==> src/rtl/baccarat_if.sv <==
// baccarat_if: score inputs, card-load strobes and result lights between the sequencer and the datapath.
interface baccarat_if;
    logic [3:0] pscore_in;
    logic [3:0] dscore_in;
    logic [3:0] pcard3_in;
    logic load_pcard1;
    logic load_pcard2;
    logic load_pcard3;
    logic load_dcard1;
    logic load_dcard2;
    logic load_dcard3;
    logic player_win_light;
    logic dealer_win_light;
    logic hand_done;
    modport master (
        input  pscore_in, dscore_in, pcard3_in,
        output load_pcard1, load_pcard2, load_pcard3,
        output load_dcard1, load_dcard2, load_dcard3,
        output player_win_light, dealer_win_light, hand_done
    );
    modport slave (
        output pscore_in, dscore_in, pcard3_in,
        input  load_pcard1, load_pcard2, load_pcard3,
        input  load_dcard1, load_dcard2, load_dcard3,
        input  player_win_light, dealer_win_light, hand_done
    );
endinterface

==> src/rtl/baccarat_sequencer.sv <==
// baccarat_sequencer: Moore FSM dealing one baccarat hand, applying third-card rules and latching win lights.
module baccarat_sequencer #(
    parameter logic [3:0] NATURAL_MIN = 4'd8,
    parameter logic [3:0] DRAW_MAX    = 4'd5
) (
    input logic slow_clock,
    input logic reset,
    baccarat_if.master bus
);
    typedef enum logic [3:0] {
        S_RESET, S_P1, S_D1, S_P2, S_D2, S_EVAL, S_P3, S_BANK, S_D3, S_SCORE, S_DONE
    } state_t;
    state_t state, next;
    logic player_win, dealer_win;
    logic [3:0] v;
    logic bank_draw;
    assign v = bus.pcard3_in >= 4'd10 ? 4'd0 : bus.pcard3_in;
    assign bank_draw = (bus.dscore_in <= 4'd2) ||
                       (bus.dscore_in == 4'd3 && v != 4'd8) ||
                       (bus.dscore_in == 4'd4 && v >= 4'd2 && v <= 4'd7) ||
                       (bus.dscore_in == 4'd5 && v >= 4'd4 && v <= 4'd7) ||
                       (bus.dscore_in == 4'd6 && v >= 4'd6 && v <= 4'd7);
    always_ff @(posedge slow_clock) begin
        if (reset) begin
            state      <= S_RESET;
            player_win <= 1'b0;
            dealer_win <= 1'b0;
        end else begin
            state <= next;
            if (state == S_SCORE) begin
                player_win <= bus.pscore_in >= bus.dscore_in;
                dealer_win <= bus.dscore_in >= bus.pscore_in;
            end
        end
    end
    always_comb begin
        next = state;
        case (state)
            S_RESET: next = S_P1;
            S_P1:    next = S_D1;
            S_D1:    next = S_P2;
            S_P2:    next = S_D2;
            S_D2:    next = S_EVAL;
            S_EVAL:  next = (bus.pscore_in >= NATURAL_MIN || bus.dscore_in >= NATURAL_MIN) ? S_SCORE :
                            (bus.pscore_in <= DRAW_MAX) ? S_P3 :
                            (bus.dscore_in <= DRAW_MAX) ? S_D3 : S_SCORE;
            S_P3:    next = S_BANK;
            S_BANK:  next = bank_draw ? S_D3 : S_SCORE;
            S_D3:    next = S_SCORE;
            S_SCORE: next = S_DONE;
            S_DONE:  next = S_DONE;
            default: next = S_RESET;
        endcase
    end
    assign bus.load_pcard1      = state == S_P1;
    assign bus.load_dcard1      = state == S_D1;
    assign bus.load_pcard2      = state == S_P2;
    assign bus.load_dcard2      = state == S_D2;
    assign bus.load_pcard3      = state == S_P3;
    assign bus.load_dcard3      = state == S_D3;
    assign bus.hand_done        = state == S_DONE;
    assign bus.player_win_light = player_win;
    assign bus.dealer_win_light = dealer_win;
endmodule

==> src/flat_wrapper.sv <==
// flat-port wrapper written by rule: the top's interface ports become plain ports
module baccarat_sequencer_flat 
#(
    parameter logic [3:0] NATURAL_MIN = 4'd8,
    parameter logic [3:0] DRAW_MAX    = 4'd5
)
  (slow_clock, reset, bus_pscore_in, bus_dscore_in, bus_pcard3_in, bus_load_pcard1, bus_load_pcard2, bus_load_pcard3, bus_load_dcard1, bus_load_dcard2, bus_load_dcard3, bus_player_win_light, bus_dealer_win_light, bus_hand_done);
  baccarat_if bus_i ();
  input logic slow_clock;
  input logic reset;
  input wire logic [$bits(bus_i.pscore_in)-1:0] bus_pscore_in;
  input wire logic [$bits(bus_i.dscore_in)-1:0] bus_dscore_in;
  input wire logic [$bits(bus_i.pcard3_in)-1:0] bus_pcard3_in;
  output wire logic [$bits(bus_i.load_pcard1)-1:0] bus_load_pcard1;
  output wire logic [$bits(bus_i.load_pcard2)-1:0] bus_load_pcard2;
  output wire logic [$bits(bus_i.load_pcard3)-1:0] bus_load_pcard3;
  output wire logic [$bits(bus_i.load_dcard1)-1:0] bus_load_dcard1;
  output wire logic [$bits(bus_i.load_dcard2)-1:0] bus_load_dcard2;
  output wire logic [$bits(bus_i.load_dcard3)-1:0] bus_load_dcard3;
  output wire logic [$bits(bus_i.player_win_light)-1:0] bus_player_win_light;
  output wire logic [$bits(bus_i.dealer_win_light)-1:0] bus_dealer_win_light;
  output wire logic [$bits(bus_i.hand_done)-1:0] bus_hand_done;
  assign bus_i.pscore_in = bus_pscore_in;
  assign bus_i.dscore_in = bus_dscore_in;
  assign bus_i.pcard3_in = bus_pcard3_in;
  assign bus_load_pcard1 = bus_i.load_pcard1;
  assign bus_load_pcard2 = bus_i.load_pcard2;
  assign bus_load_pcard3 = bus_i.load_pcard3;
  assign bus_load_dcard1 = bus_i.load_dcard1;
  assign bus_load_dcard2 = bus_i.load_dcard2;
  assign bus_load_dcard3 = bus_i.load_dcard3;
  assign bus_player_win_light = bus_i.player_win_light;
  assign bus_dealer_win_light = bus_i.dealer_win_light;
  assign bus_hand_done = bus_i.hand_done;
  baccarat_sequencer #(.NATURAL_MIN(NATURAL_MIN), .DRAW_MAX(DRAW_MAX)) u_core (.slow_clock(slow_clock), .reset(reset), .bus(bus_i));
endmodule
==> config.mk <==
export PLATFORM = sky130hd
export DESIGN_NAME = baccarat_sequencer_flat
export DESIGN_NICKNAME = d
export VERILOG_FILES = /design/src/rtl/baccarat_if.sv /design/src/rtl/baccarat_sequencer.sv /design/src/flat_wrapper.sv
export SDC_FILE = /design/constraint.sdc
export NUM_CORES = 1
export LEC_CHECK = 0
export BUFFER_PORTS_ARGS = -buffer_cell sky130_fd_sc_hd__buf_2
export CORE_AREA = 2 2 39 41
export DETAILED_ROUTE_END_ITERATION = 16
export DIE_AREA = 0 0 41 43
export PLACE_DENSITY = 0.65
export SYNTH_ARGS = -nofsm -noshare
export SYNTH_HDL_FRONTEND = slang
export SYNTH_SLANG_ARGS = --single-unit
==> constraint.sdc <==
create_clock -name slow_clock -period 1.74 [get_ports slow_clock]
set_clock_uncertainty 0.1 [all_clocks]
set_input_delay 0.087 -clock slow_clock [delete_from_list [all_inputs] [get_ports slow_clock]]
set_output_delay 0.087 -clock slow_clock [all_outputs]
set_load 0.01 [all_outputs]
==> flow_summary.json <==
{
  "dpl.hpwl_um": 905.5,
  "outcome": "finished clean",
  "tightest_slew_ns": 0.3718,
  "synth-edff-count": 0,
  "clock_latency_ns": 0.24,
  "async_reset_ff_frac": 0,
  "track_usage": 0.1454,
  "grt_pass1_vias": 444,
  "netlist.top_cell.by_area": "dfxtp_1",
  "cp_cell_sequence": "nand2b_1 > nor3_1 > buf_2",
  "grt_max_degree": 12,
  "path_delay_family": "flip-flops",
  "fill_cells": 150,
  "synth_most_common_cell": "inv_1",
  "max_stage_delay_ns": 0.54,
  "rsz0062_at_grt": "no",
  "p_per_area_nw_per_um2": 650.4,
  "cts.sinks": 6,
  "hold_viol": 0,
  "vias_per_cell": 5.314,
  "grt-ovfl-total": 0,
  "critPathSlowestCell": "dfxtp_1",
  "rows": 14,
  "drcViolationCount": 0,
  "area_growth_syn_to_layout_pct": 30.41,
  "fp.dieH_um": 43,
  "drive_above_1_share": 0.3034,
  "crit_buf_inv": 1,
  "worst_setup_path_end_kind": "primary output",
  "crit_fanout": 11,
  "cap_viol_max_count": 0,
  "cp.arrival_ns": 1.23,
  "max_freq_mhz": 703.4,
  "layout_min_cycle_time_ns": 1.422,
  "synth_area_per_cell_um2": 7.356,
  "irDropWorstVdd_v": 0.0002348,
  "cp-start-kind": "register",
  "hold_slack_ns": 0.1143,
  "ys_seq_area_frac": 0.2474,
  "ys.warnings.count": 0,
  "root_buffer": "clkbuf_4",
  "setup-violations-final": 0,
  "cts_tree": "yes",
  "nets": 109,
  "synth_area_um2": 485.5,
  "wire_per_inst_um": 10.79,
  "antenna_found_initial": 0,
  "synth-seq-cells": 6,
  "diodes": 0,
  "via_count": 558,
  "syn_inst": 66,
  "hold_class": "input port to register",
  "synth_ff_type": "dfxtp_1",
  "ctsLongestPathBuffers": 2,
  "cp_data_required_time_ns": 1.55,
  "port_buffers": 22,
  "ctsResizeCount": 0,
  "htreeDepth": 1,
  "fin_crit_sh": 0.8171,
  "setup_tns_ns": 0,
  "dieArea_um2": 1763,
  "place_congestion": 0.6663,
  "io_pins": 23,
  "finalMaxSlewViolations": 0,
  "wirelength_um": 1133,
  "first_pass_iters": 3,
  "coreArea_um2": 1384,
  "p_total_mw": 0.4118,
  "timing.final.ws_setup_ns": 0.3183,
  "final_antenna_net_count": 0,
  "synth_area_leaders": "dfxtp_1 (25%), ha_1 (10%), inv_1 (8.5%), nor3_1 (6.2%), nand2_1 (5.4%)",
  "slew_headroom": 0.7518,
  "place_ws_ns": 0.3958,
  "dp.cells": 101,
  "synthDistinctLibCells": 25,
  "r2r_slack_ns": 0.38,
  "drt_iter0_drc": 4,
  "crit_type": "register to primary output",
  "synth_common_cells": "inv_1 (11), nand2_1 (7), dfxtp_1 (6), nor3_1 (6)",
  "die_w_um": 41,
  "synth_top_area_frac": 0.2474,
  "start_util": 0.3508,
  "synth_nets": 84,
  "numCtsBuffers": 3,
  "p_leak_nw": 0.3113,
  "path_clk_slew_ns": 0.04,
  "stdcell_count": 105,
  "grt_pass1_wl_um": 1718
}
==> where the power goes <==
group	leakage (nW)	switching, mW	internal, mW
Sequential	0.0490	0.0226	0.147
Combinational	0.248	0.0597	0.0539
Clock	0.0138	0.0501	0.0780
==> worst min-delay path: stages <==
cell and delay [ns]:
buf_2 0.11, a31oi_1 0.04, o21ai_0 0.07, a22o_1 0.12
==> kinds of logic (layout without fill, tap and decap cells) <==
group	after synthesis	in the layout	share of synthesized area
buf+inv	14	37	0.1160
flops	6	6	0.2474
simple gates	22	22	0.2165
compound gates	20	20	0.3170
fa+ha+maj	4	4	0.1031
==> area by class of cell <==
type | instances | area [um^2] | share of cell area
repair buffers | 23 | 120.1 | 0.1897
well taps | 16 | 20.02 | 0.03162
multi-input cells | 46 | 309.0 | 0.4881
flip-flops and latches | 6 | 120.1 | 0.1897
inverters | 11 | 41.29 | 0.06522
clock buffers | 3 | 22.52 | 0.03557
==> registers in the layout, summed over array words and instances, names as in the netlist <==
name                         flops
u_core.bus.dealer_win_light      1
u_core.bus.player_win_light      1
u_core.state                     4
==> metal layers <==
layer,routed length [um],global-route usage,part of all wire
met1,517,0.1827,0.46
met2,515,0.2094,0.45
met3,82,0.01571,0.072
met4,17,0.1200,0.015
met5,0,0,0
==> placed cells by master (no fill, tap or decap), drive strengths merged <==
| master | n |
|---|---|
| dlygate4sd3 | 1 |
| nor4b | 1 |
| a41oi | 1 |
| a221oi | 1 |
| o32ai | 1 |
| a31oi | 2 |
| inv | 11 |
| dfxtp | 6 |
| clkbuf | 3 |
| a211o | 2 |
| o31ai | 1 |
| nand2 | 7 |
| o21ai | 2 |
| nor2 | 5 |
| o221a | 1 |
| ha | 4 |
| nand4 | 1 |
| a2111oi | 2 |
| a22o | 1 |
| a311oi | 1 |
| buf | 22 |
| nor3 | 6 |
| o21a | 1 |
| nand2b | 2 |
| a21oi | 4 |
==> final timing paths <==
check / startpoint / end / cells after the start
worst min register to register: u_core.bus.dealer_win_light$_SDFFE_PP0P_ / u_core.bus.dealer_win_light$_SDFFE_PP0P_ / 2
worst max-delay path: u_core.state[2]$_SDFF_PP0_ / bus_load_dcard3 / 3
worst min-delay path: bus_dscore_in[3] / u_core.state[0]$_SDFF_PP0_ / 4
worst max register to register: u_core.state[2]$_SDFF_PP0_ / u_core.bus.player_win_light$_SDFFE_PP0P_ / 4
==> through the flow <==
stage,util,cell area (um^2)
2_1_floorplan,-,485.5
5_1_grt,0.4575,633.1
3_3_place_gp,0.4340,600.6
3_5_place_dp,0.4340,600.6
4_1_cts,0.4575,633.1
6_report,0.4575,633.1
==> timing repair <==
| action | in CTS | in global routing |
|---|---|---|
| buffers inserted | 0 | 0 |
| endpoints found under the hold margin | 3 | 0 |
| hold buffers | 1 | 0 |
(Power assumes the default switching activity.)
